### src/rtl/cpu_pkg.sv
// Shared encodings for the multi-cycle RV32I control path.
// Latency: n/a (types and constants only).
// Backpressure: n/a.
package cpu_pkg;

   typedef enum logic [3:0] {
      S_FETCH,
      S_DECODE,
      S_MEMADR,
      S_MEMRD,
      S_MEMWB,
      S_MEMWR,
      S_EXEC_R,
      S_EXEC_I,
      S_ALUWB,
      S_BRANCH,
      S_JAL
   } state_t;

   // Opcodes
   localparam logic [6:0] OP_LW  = 7'b0000011;
   localparam logic [6:0] OP_SW  = 7'b0100011;
   localparam logic [6:0] OP_R   = 7'b0110011;
   localparam logic [6:0] OP_I   = 7'b0010011;
   localparam logic [6:0] OP_BR  = 7'b1100011;
   localparam logic [6:0] OP_JAL = 7'b1101111;

   // ALU operations
   localparam logic [2:0] ALU_ADD = 3'b000;
   localparam logic [2:0] ALU_SUB = 3'b001;
   localparam logic [2:0] ALU_AND = 3'b010;
   localparam logic [2:0] ALU_OR  = 3'b011;
   localparam logic [2:0] ALU_SLT = 3'b101;

   // ALU operation class requested by the FSM
   localparam logic [1:0] ALUOP_ADD   = 2'b00;
   localparam logic [1:0] ALUOP_SUB   = 2'b01;
   localparam logic [1:0] ALUOP_FUNCT = 2'b10;

   // Operand / result selects
   localparam logic [1:0] SRCA_PC    = 2'b00;
   localparam logic [1:0] SRCA_OLDPC = 2'b01;
   localparam logic [1:0] SRCA_RS1   = 2'b10;

   localparam logic [1:0] SRCB_RS2  = 2'b00;
   localparam logic [1:0] SRCB_IMM  = 2'b01;
   localparam logic [1:0] SRCB_FOUR = 2'b10;

   localparam logic [1:0] RES_ALUOUT = 2'b00;
   localparam logic [1:0] RES_DATA   = 2'b01;
   localparam logic [1:0] RES_ALU    = 2'b10;

   localparam logic [1:0] IMM_I = 2'b00;
   localparam logic [1:0] IMM_S = 2'b01;
   localparam logic [1:0] IMM_B = 2'b10;
   localparam logic [1:0] IMM_J = 2'b11;

   function automatic logic [1:0] imm_sel(input logic [6:0] op);
      case (op)
         OP_SW:   imm_sel = IMM_S;
         OP_BR:   imm_sel = IMM_B;
         OP_JAL:  imm_sel = IMM_J;
         default: imm_sel = IMM_I;
      endcase
   endfunction

endpackage

### src/rtl/mc_alu_decode.sv
// ALU control decode and instruction legality check.
// Latency: combinational.
// Backpressure: none.
// Ports: op_i/funct3_i/funct7_5_i from IR, alu_op_i from FSM;
//        alu_ctrl_o to ALU, illegal_o flags any unsupported encoding.
module mc_alu_decode
   import cpu_pkg::*;
(
   input  logic [6:0] op_i,
   input  logic [2:0] funct3_i,
   input  logic       funct7_5_i,
   input  logic [1:0] alu_op_i,
   output logic [2:0] alu_ctrl_o,
   output logic       illegal_o
);

   always_comb begin
      alu_ctrl_o = ALU_ADD;
      case (alu_op_i)
         ALUOP_SUB: alu_ctrl_o = ALU_SUB;
         ALUOP_FUNCT: begin
            case (funct3_i)
               // funct7[5] only means sub for register-register ops;
               // for addi it is just an immediate bit.
               3'b000:  alu_ctrl_o = (op_i == OP_R && funct7_5_i) ? ALU_SUB : ALU_ADD;
               3'b111:  alu_ctrl_o = ALU_AND;
               3'b110:  alu_ctrl_o = ALU_OR;
               3'b010:  alu_ctrl_o = ALU_SLT;
               default: alu_ctrl_o = ALU_ADD;
            endcase
         end
         default: alu_ctrl_o = ALU_ADD;
      endcase
   end

   always_comb begin
      illegal_o = 1'b0;
      case (op_i)
         OP_LW, OP_SW, OP_JAL: illegal_o = 1'b0;
         OP_R, OP_I:
            illegal_o = !(funct3_i == 3'b000 || funct3_i == 3'b111 ||
                          funct3_i == 3'b110 || funct3_i == 3'b010);
         OP_BR:
            illegal_o = !(funct3_i == 3'b000 || funct3_i == 3'b001);
         default: illegal_o = 1'b1;
      endcase
   end

endmodule

### src/rtl/mc_control.sv
// Multi-cycle RV32I control FSM: sequences shared ALU/memory/regfile/PC/IR.
// Latency: branch 3, R/I/sw/jal 4, lw 5 cycles, plus one per mem wait cycle.
// Backpressure: holds in FETCH/MEMRD/MEMWR with mem_req high until mem_ready.
// Ports: instr/EQ/mem_ready in; datapath enables, mux selects, ALUctrl,
//        illegal pulse and instret counter out.
module mc_control
   import cpu_pkg::*;
(
   input  logic        clk,
   input  logic        rst_n,
   input  logic [31:0] instr,
   input  logic        EQ,
   input  logic        mem_ready,
   output logic        mem_req,
   output logic        MemWrite,
   output logic        AdrSrc,
   output logic        IRWrite,
   output logic        PCWrite,
   output logic        RegWrite,
   output logic [1:0]  ALUsrcA,
   output logic [1:0]  ALUsrcB,
   output logic [1:0]  ResultSrc,
   output logic [1:0]  ImmSrc,
   output logic [2:0]  ALUctrl,
   output logic        illegal,
   output logic [31:0] instret
);

   state_t      state_q, state_d;
   logic [31:0] instret_q, instret_d;

   logic [6:0]  op;
   logic [2:0]  funct3;
   logic [1:0]  alu_op;
   logic [2:0]  dec_ctrl;
   logic        dec_illegal;
   logic        retire;

   assign op     = instr[6:0];
   assign funct3 = instr[14:12];

   wire unused_instr = ^{instr[31], instr[29:15], instr[11:7]};

   always_comb begin
      case (state_q)
         S_EXEC_R, S_EXEC_I: alu_op = ALUOP_FUNCT;
         S_BRANCH:           alu_op = ALUOP_SUB;
         default:            alu_op = ALUOP_ADD;
      endcase
   end

   mc_alu_decode u_alu_decode (
      .op_i       (op),
      .funct3_i   (funct3),
      .funct7_5_i (instr[30]),
      .alu_op_i   (alu_op),
      .alu_ctrl_o (dec_ctrl),
      .illegal_o  (dec_illegal)
   );

   // Next state
   always_comb begin
      state_d = state_q;
      case (state_q)
         S_FETCH:  if (mem_ready) state_d = S_DECODE;
         S_DECODE: begin
            if (dec_illegal) state_d = S_FETCH;
            else begin
               case (op)
                  OP_LW, OP_SW: state_d = S_MEMADR;
                  OP_R:         state_d = S_EXEC_R;
                  OP_I:         state_d = S_EXEC_I;
                  OP_BR:        state_d = S_BRANCH;
                  OP_JAL:       state_d = S_JAL;
                  default:      state_d = S_FETCH;
               endcase
            end
         end
         S_MEMADR: state_d = (op == OP_SW) ? S_MEMWR : S_MEMRD;
         S_MEMRD:  if (mem_ready) state_d = S_MEMWB;
         S_MEMWB:  state_d = S_FETCH;
         S_MEMWR:  if (mem_ready) state_d = S_FETCH;
         S_EXEC_R: state_d = S_ALUWB;
         S_EXEC_I: state_d = S_ALUWB;
         S_ALUWB:  state_d = S_FETCH;
         S_BRANCH: state_d = S_FETCH;
         S_JAL:    state_d = S_ALUWB;
         default:  state_d = S_FETCH;
      endcase
   end

   // jal retires through ALUWB; illegal DECODE->FETCH does not retire.
   assign retire = (state_q == S_MEMWB) || (state_q == S_ALUWB) ||
                   (state_q == S_BRANCH) || (state_q == S_MEMWR && mem_ready);
   assign instret_d = retire ? instret_q + 32'd1 : instret_q;

   always_ff @(posedge clk or negedge rst_n) begin
      if (!rst_n) begin
         state_q   <= S_FETCH;
         instret_q <= '0;
      end else begin
         state_q   <= state_d;
         instret_q <= instret_d;
      end
   end

   assign instret = instret_q;

   // Moore decode; everything is gated by rst_n so an access in flight
   // is dropped the moment reset asserts, without waiting for mem_ready.
   always_comb begin
      mem_req   = 1'b0;
      MemWrite  = 1'b0;
      AdrSrc    = 1'b0;
      IRWrite   = 1'b0;
      PCWrite   = 1'b0;
      RegWrite  = 1'b0;
      illegal   = 1'b0;
      ALUsrcA   = SRCA_PC;
      ALUsrcB   = SRCB_RS2;
      ResultSrc = RES_ALUOUT;
      ImmSrc    = IMM_I;
      ALUctrl   = ALU_ADD;
      if (rst_n) begin
         ImmSrc = imm_sel(op);
         case (state_q)
            S_FETCH: begin
               mem_req   = 1'b1;
               ALUsrcA   = SRCA_PC;
               ALUsrcB   = SRCB_FOUR;
               ResultSrc = RES_ALU;
               IRWrite   = mem_ready;
               PCWrite   = mem_ready;
            end
            S_DECODE: begin
               ALUsrcA = SRCA_OLDPC;
               ALUsrcB = SRCB_IMM;
               illegal = dec_illegal;
            end
            S_MEMADR: begin
               ALUsrcA = SRCA_RS1;
               ALUsrcB = SRCB_IMM;
            end
            S_MEMRD: begin
               mem_req = 1'b1;
               AdrSrc  = 1'b1;
            end
            S_MEMWB: begin
               ResultSrc = RES_DATA;
               RegWrite  = 1'b1;
            end
            S_MEMWR: begin
               mem_req  = 1'b1;
               MemWrite = 1'b1;
               AdrSrc   = 1'b1;
            end
            S_EXEC_R: begin
               ALUsrcA = SRCA_RS1;
               ALUsrcB = SRCB_RS2;
               ALUctrl = dec_ctrl;
            end
            S_EXEC_I: begin
               ALUsrcA = SRCA_RS1;
               ALUsrcB = SRCB_IMM;
               ALUctrl = dec_ctrl;
            end
            S_ALUWB: begin
               ResultSrc = RES_ALUOUT;
               RegWrite  = 1'b1;
            end
            S_BRANCH: begin
               ALUsrcA   = SRCA_RS1;
               ALUsrcB   = SRCB_RS2;
               ALUctrl   = dec_ctrl;
               ResultSrc = RES_ALUOUT;
               PCWrite   = (funct3 == 3'b000 && EQ) || (funct3 == 3'b001 && !EQ);
            end
            S_JAL: begin
               ALUsrcA   = SRCA_OLDPC;
               ALUsrcB   = SRCB_FOUR;
               ResultSrc = RES_ALUOUT;
               PCWrite   = 1'b1;
            end
            default: ;
         endcase
      end
   end

endmodule

### config.mk
export PLATFORM = sky130hd
export DESIGN_NAME = mc_control
export DESIGN_NICKNAME = d
export VERILOG_FILES = /design/src/rtl/cpu_pkg.sv /design/src/rtl/mc_alu_decode.sv /design/src/rtl/mc_control.sv
export SDC_FILE = /design/constraint.sdc
export NUM_CORES = 1
export LEC_CHECK = 0
export CAP_MARGIN = 20
export CORE_UTILIZATION = 49
export CTS_BUF_LIST = sky130_fd_sc_hd__clkbuf_8
export CTS_CLUSTER_DIAMETER = 60
export DETAILED_ROUTE_END_ITERATION = 16
export PLACE_DENSITY_LB_ADDON = 0.05
export SYNTH_ARGS = -nofsm -noshare
export SYNTH_HDL_FRONTEND = slang
export SYNTH_SLANG_ARGS = --single-unit
### constraint.sdc
create_clock -name clk -period 2.5 [get_ports clk]
set_input_delay 0.375 -clock clk [delete_from_list [all_inputs] [get_ports clk]]
set_output_delay 0.375 -clock clk [all_outputs]
set_load 0.01 [all_outputs]
==> results.md, run 1 <==
- Final HPWL DP: approximately 3.8 mm
- Syn Std Cell Area: 0.00222 mm²
- # DRC: 0
- Skew final: 0.00714 ns
- Peak VDD IR: between 0.0003 and 0.0004 V
- Vias in the first global route: ~2000
- Req. time, crit path: 2.12 ns
- Total gr overflow: 0
- Post-route cell area: 0.00327 mm²
- Die X-Extent: 69.3 µm
- Number of buffers on the longest clock path: 2
- Core ar.: 0.00435 mm²
- Final Setup Violations: 0
- Clk_lat worst skew: about 0.28 ns
- Delay of the slowest cell on the worst path: 0.52 ns
- Critical Path Source Type: input pin
- Critical Path AT: 2.01 ns
- EDFF count, synth: 0
- Pwr/cell area: between 400 and 500 mW/mm²
- Status: finished clean
- CTS tree: built
- Layout cells sized above 1: 18.8%
- Worst-margin pin slew: about 0.57 ns
- WHS: 0.151 ns
- Worst Path Max Fanout: 5
- CTS Buf Count: 5
- Antenna Diode Count: 0
- Total routed wirelength: 5.09 mm
- Largest net degree at the start of global routing: 20
- CTS Root Cell: clkbuf_8
- Drt initial violations: about 100
- Worst Setup End Kind: output pin
- Routability Congestion: a little over 0.8
- Sequential share of the synthesized area: between 40 and 50%
- Crit-path slowest cell: clkdlybuf4s50_1
- Tcrit/Tclk final: 95.5%
- Row cnt: 24
- Number of fill cells: 361
- FFs w/ async S/R, synth: 100%
- Final nets: 374
- Routed wire per std cell: 13.1 µm
- Final setup TNS: 0 ns
- Kind of critical path: input pin to output pin
- Post-route minimum period: 2.39 ns
- Post-CTS Hold Fix Bufs: 0
- DIE AREA: 0.00481 mm²
- Max-Cap Viols: 0
- H-tree Lvls: 2
- Leak: 1.51 nW
- Synth Area per Inst: 9.26 µm²
- Ys Warns: 0
- Vias: 2063
- Vias/cell: 5.32
- Synthesized flop and latch total: 36
- Top post-synthesis cells by count: dfrtp_1 (36), nor2_1 (24), nand2_1 (23)
- Rel. slew slack: 61.8%
- Total Routing Usage GR: 21.4%
- Tot Pwr: 1.42 mW
- PortBufs: 64
- Main flop type after synthesis: dfrtp_1
- Fmax: ~420 MHz
- Clock transition at path regs: 0.08 ns
- Pre-antenna DRT Iters: 4
- Cell Chain, Critical Path: clkdlybuf4s50_1, buf_4, a21oi_1, a21oi_1, a31oi_1, o211a_1, dlygate4sd2_1
- Synth area leaders: dfrtp_1 (41%), xor2_1 (8.7%), xnor2_1 (5.5%)
- First-pass GRT wire length: 8.52 mm
- I/O Pins: 86
- Top cell type's share of synthesized area: about 41%
- Cell variety after synth: 43
- Clock sinks: 36
- Hold Path Class: input pin to async pin
- Starting Density: 51.0%
- Die height: 69.3 µm
- Placed inst area: 0.00309 mm²
- Mapped Nets: 279
- Fin. Hold Viols: 0
- Yosys top cell by area: dfrtp_1
- Slew Limit Fails: 0
- Top-count cell post-synth: dfrtp_1
- Post-route ant nets: 0
- Area Growth Syn to Fin: 47.4%
- Most used cell, CP: a21oi_1
- Cells after Synth: 240
- Number of antenna violations at the first check in global routing: 0
==> kinds of logic after synthesis <==
| family | share of synthesized area, % |
|---|---|
| adders and majority gates | 1.69 |
| muxes | 0.507 |
| buffers and inverters | 3.83 |
| DFF | 40.5 |
| and+or+nand+nor | 31.7 |
| xor gates and xnor gates | 14.2 |
| AOI/OAI and AO/OA | 7.55 |
==> placed cells by master (no fill, tap or decap), types with 10 or more instances in the layout <==
master	n
clkdlybuf4s50_1	58
dfrtp_1	36
buf_4	32
nor2_1	24
nand2_1	22
xor2_1	22
xnor2_1	14
nand3_1	12
nand2b_1	10
a21oi_1	10
==> final timing paths <==
kind                              from     endpoint  slack [ns]  cells past startpoint
max                           instr[6]      illegal        0.11                      7
min                              rst_n   state_q[0]        0.15                      2
max reg2reg                 instret[3]  instret[24]        0.70                      5
min reg2reg                instret[31]  instret[31]        0.46                      1
max in group asynchronous        rst_n  instret[22]        1.91                      3
min in group clk           instret[31]  instret[31]        0.46                      1
==> state kept, by name, summed over array words and instances, names as in the netlist <==
name and flops:
instret 32, state_q 4
==> layer usage <==
layer / wire length, µm / vias to the layer above / track usage, %
met4: 44 / 0 / 4.54
met2: 2360 / 54 / 35.8
met3: 226 / 6 / 4.51
met1: 2470 / 980 / 28.6
met5: 0 / - / 0
li1: - / 1023 / -
==> area by class of cell <==
cell class	count	area, µm²	share of cell area, %
clock buffer	5	68.8	2.10
clock inverter	3	42.5	1.30
inverter	7	26.3	0.802
multi-input combinational	189	1290	39.5
sequential	36	901	27.5
tap	52	65.1	1.99
timing repair buffer	96	878	26.8
==> metrics by stage <==
stage	util, %	setup slack [ns]	instances
floorplan	-	0.408	240
global placement	70.9	-0.141	378
detailed placement	70.9	-0.155	378
CTS	73.7	-0.109	386
global route	75.2	-0.0318	388
finish	75.2	0.113	388
==> power breakdown <==
| part | internal, mW | leakage, nW | switching [mW] |
|---|---|---|---|
| logic | 0.146 | 0.980 | 0.128 |
| clock network | 0.295 | 0.0541 | 0.220 |
| registers | 0.607 | 0.479 | 0.0268 |
==> critical path: cells and delay by family <==
family | cells | cell delay (ns)
buf+inv | 3 | 0.96
compound gates | 4 | 0.68
==> what timing repair did <==
action	CTS	global route
buffers inserted	0	2
resized for setup	6	11
pin swaps	0	2
endpoints found under the setup margin	4	5
(Power assumes the default switching activity.)
==> inputs of run 2 (changes only) <==
--- a/config.mk
+++ b/config.mk
@@ -5,12 +5,14 @@
 export SDC_FILE = /design/constraint.sdc
 export NUM_CORES = 1
 export LEC_CHECK = 0
+export ABC_AREA = 0
 export CAP_MARGIN = 20
-export CORE_UTILIZATION = 49
+export CORE_UTILIZATION = 32
 export CTS_BUF_LIST = sky130_fd_sc_hd__clkbuf_8
 export CTS_CLUSTER_DIAMETER = 60
 export DETAILED_ROUTE_END_ITERATION = 16
 export PLACE_DENSITY_LB_ADDON = 0.05
+export SLEW_MARGIN = 20
 export SYNTH_ARGS = -nofsm -noshare
 export SYNTH_HDL_FRONTEND = slang
 export SYNTH_SLANG_ARGS = --single-unit
==> results.md, run 2 (synthesized netlist as in run 1, its figures left out) <==
- # DRC: 0 (unchanged)
- Fmax: 416 MHz (was 419 MHz)
- Clk pwr share: 29.0% (was 36.2%)
- Sw Ratio: 26.8% (was 26.4%)
- I/O Pins: 86 (unchanged)
- Total gr overflow: 0 (unchanged)
- CTS Root Cell: clkbuf_8 (unchanged)
- RSZ-0062 raised after global routing: no
- Total Routing Usage GR: 15.4% (was 21.4%)
- Post-route ant nets: 0 (unchanged)
- Rel. slew slack: 64.0% (was 61.8%)
- Pre-antenna DRT Iters: 4 (unchanged)
- Most frequent cells in the layout: clkdlybuf4s50_1 (58), dfrtp_1 (35), buf_4 (28) (was clkdlybuf4s50_1 (58), dfrtp_1 (36), buf_4 (32))
- Worst Setup End Kind: output pin (unchanged)
- Post-route cell area: 0.00324 mm² (was 0.00327 mm²)
- Number of buffers on the longest clock path: 2 (unchanged)
- Placed inst area: 0.00311 mm² (was 0.00309 mm²)
- Final HPWL DP: 3.93 mm (was 3.78 mm)
- Tcrit/Tclk final: 96.2% (was 95.5%)
- Final Setup Violations: 0 (unchanged)
- Status: finished clean (unchanged)
- Most used cell, CP: clkdlybuf4s50_1 (was a21oi_1)
- Row cnt: 30 (was 24)
- Hold Path Class: input pin to async pin (unchanged)
- Critical path's top delay family: buffers and inverters (unchanged)
- Critical Path Source Type: input pin (unchanged)
- Vias: 2010 (was 2063)
- Post-route minimum period: 2.41 ns (was 2.39 ns)
- Clk_lat worst skew: 0.28 ns (about the same)
- CTS tree: built (unchanged)
- CTS Buf Count: 5 (unchanged)
- First-pass GRT wire length: 8.97 mm (was 8.52 mm)
- Comb pwr share: 21.4% (was 19.3%)
- Clock transition at path regs: 0.07 ns (was 0.08 ns)
- Area Growth Syn to Fin: 45.8% (was 47.4%)
- Max-Cap Viols: 0 (unchanged)
- Psw: 0.344 mW (was 0.375 mW)
- Peak VDD IR: 0.000178 V (was 0.000385 V)
- Leak: 1.46 nW (was 1.51 nW)
- Fin cells: 412 (was 388)
- Pwr/cell area: 396 mW/mm² (was 435 mW/mm²)
- Cell Chain, Critical Path: clkdlybuf4s50_1, xor2_1, nand4_1, o21ai_0, nand2b_1, a21oi_1, clkdlybuf4s50_1 (was clkdlybuf4s50_1, buf_4, a21oi_1, a21oi_1, a31oi_1, o211a_1, dlygate4sd2_1)
- Pint: 0.939 mW (was 1.05 mW)
- WP buf/inv: 2 (was 3)
- Worst-margin pin slew: 0.538 ns (was 0.566 ns)
- Most common cell after layout, fill and taps aside: clkdlybuf4s50_1 (unchanged)
- Fin. Hold Viols: 0 (unchanged)
- Core ar.: 0.00676 mm² (was 0.00435 mm²)
- Die X-Extent: 85.3 µm (was 69.3 µm)
- H-tree Lvls: 2 (unchanged)
- Vias/cell: 4.88 (was 5.32)
- Worst Path Max Fanout: 3 (was 5)
- Routability Congestion: 0.739 (was 0.830)
- Starting Density: 32.9% (was 51.0%)
- Layout cells sized above 1: 18.1% (was 18.8%)
- Final nets: 371 (was 374)
- Largest net degree at the start of global routing: 20 (unchanged)
- Total routed wirelength: 5.30 mm (was 5.09 mm)
- Crit-path slowest cell: clkdlybuf4s50_1 (unchanged)
- Kind of critical path: input pin to output pin (unchanged)
- Antenna Diode Count: 0 (unchanged)
- PortBufs: 64 (unchanged)
- Delay of the slowest cell on the worst path: 0.56 ns (was 0.52 ns)
- Req. time, crit path: 2.12 ns (about the same)
- DIE AREA: 0.00728 mm² (was 0.00481 mm²)
- Post-CTS Setup Bufs: 0 (unchanged)
- Drt initial violations: 26 (was 102)
- Largest register FFs: 32 (unchanged)
- Skew final: 0.00549 ns (was 0.00714 ns)
- Critical Path AT: 2.03 ns (was 2.01 ns)
- Number of antenna violations at the first check in global routing: 0 (unchanged)
- Die height: 85.3 µm (was 69.3 µm)
- Routed wire per std cell: 12.9 µm (was 13.1 µm)
- Inst Count DP: 404 (was 378)
- Clock sinks: 36 (unchanged)
- Flop pwr share: 49.6% (was 44.5%)
- Vias in the first global route: 1893 (was 1978)
- Slew Limit Fails: 0 (unchanged)
-- run 2: cell types whose count changed in the layout (fill, tap and decap cells not counted), sizes merged --
cell | previous run | this run
dlymetal6s2s | 2 | 1
dlygate4sd3 | 0 | 1
clkinvlp | 1 | 0
buf | 33 | 29
dlygate4sd2 | 2 | 3
bufinv | 1 | 0
inv | 7 | 8
-- run 2: power groups by stage --
stage	clock network [mW]	registers (mW)	logic [mW]
after floorplan	0	0.653	0.104
after global placement	0	0.649	0.269
after detailed placement	0	0.648	0.271
after CTS	0.391	0.638	0.275
after global routing	0.408	0.641	0.299
final	0.372	0.637	0.274
-- run 2: layout make-up --
type / instances / area, µm²
clock buffer: 5 / 68.8
timing repair buffer: 93 / 855
tap: 80 / 100
inverter: 7 / 26.3
sequential: 36 / 902
fill: 672 / 3520
clock inverter: 2 / 8.76
multi-input combinational: 189 / 1280
-- run 2: metal layers --
metal / share of wire (%) / GRT usage (%)
met2: 44 / 23.7
met5: 0 / 0
met1: 51 / 22.0
met3: 4.3 / 2.92
met4: 0.85 / 4.55
-- run 2: worst paths after layout --
| check | from | endpoint | slack [ns] | cells after the start |
|---|---|---|---|---|
| setup / recovery | instr[12] | PCWrite | 0.09 | 7 |
| hold / removal | rst_n | instret[4] | 0.17 | 2 |
| setup reg to reg | state_q[2] | instret[5] | 0.70 | 6 |
| hold reg to reg | instret[31] | instret[31] | 0.47 | 1 |
| max in group asynchronous | rst_n | instret[3] | 1.78 | 2 |
| min in group clk | instret[31] | instret[31] | 0.47 | 1 |
-- run 2: timing repair --
item | in CTS | in global routing
hold endpoints to repair | 1 | 0
hold buffers | 1 | 0
gates resized for setup | 10 | 8
gates cloned | 0 | 0
setup endpoints to repair | 4 | 5
pin swaps | 0 | 2
-- run 2: per-stage QoR --
| step | TNS, ns | utilization [%] | worst slack [ns] | hold WS, ns | power, mW |
|---|---|---|---|---|---|
| 6_report | 0 | 48.0 | 0.0946 | 0.165 | 1.28 |
| 5_1_grt | 0 | 48.0 | 0.00193 | 0.150 | 1.35 |
| 4_1_cts | 0 | 47.5 | 0.00776 | 0.152 | 1.30 |
| 3_5_place_dp | -0.204 | 46.0 | -0.135 | 0.240 | 0.919 |
| 3_3_place_gp | -0.216 | 46.0 | -0.139 | 0.239 | 0.918 |
| 2_1_floorplan | 0 | - | 0.408 | 0.0794 | 0.757 |
==> inputs of run 3 (changes only) <==
--- a/config.mk
+++ b/config.mk
@@ -5,7 +5,6 @@
 export SDC_FILE = /design/constraint.sdc
 export NUM_CORES = 1
 export LEC_CHECK = 0
-export ABC_AREA = 0
 export CAP_MARGIN = 20
 export CORE_UTILIZATION = 32
 export CTS_BUF_LIST = sky130_fd_sc_hd__clkbuf_8
==> results of run 3 <==
Final layout, timing and power as in run 2 (identical DEF).
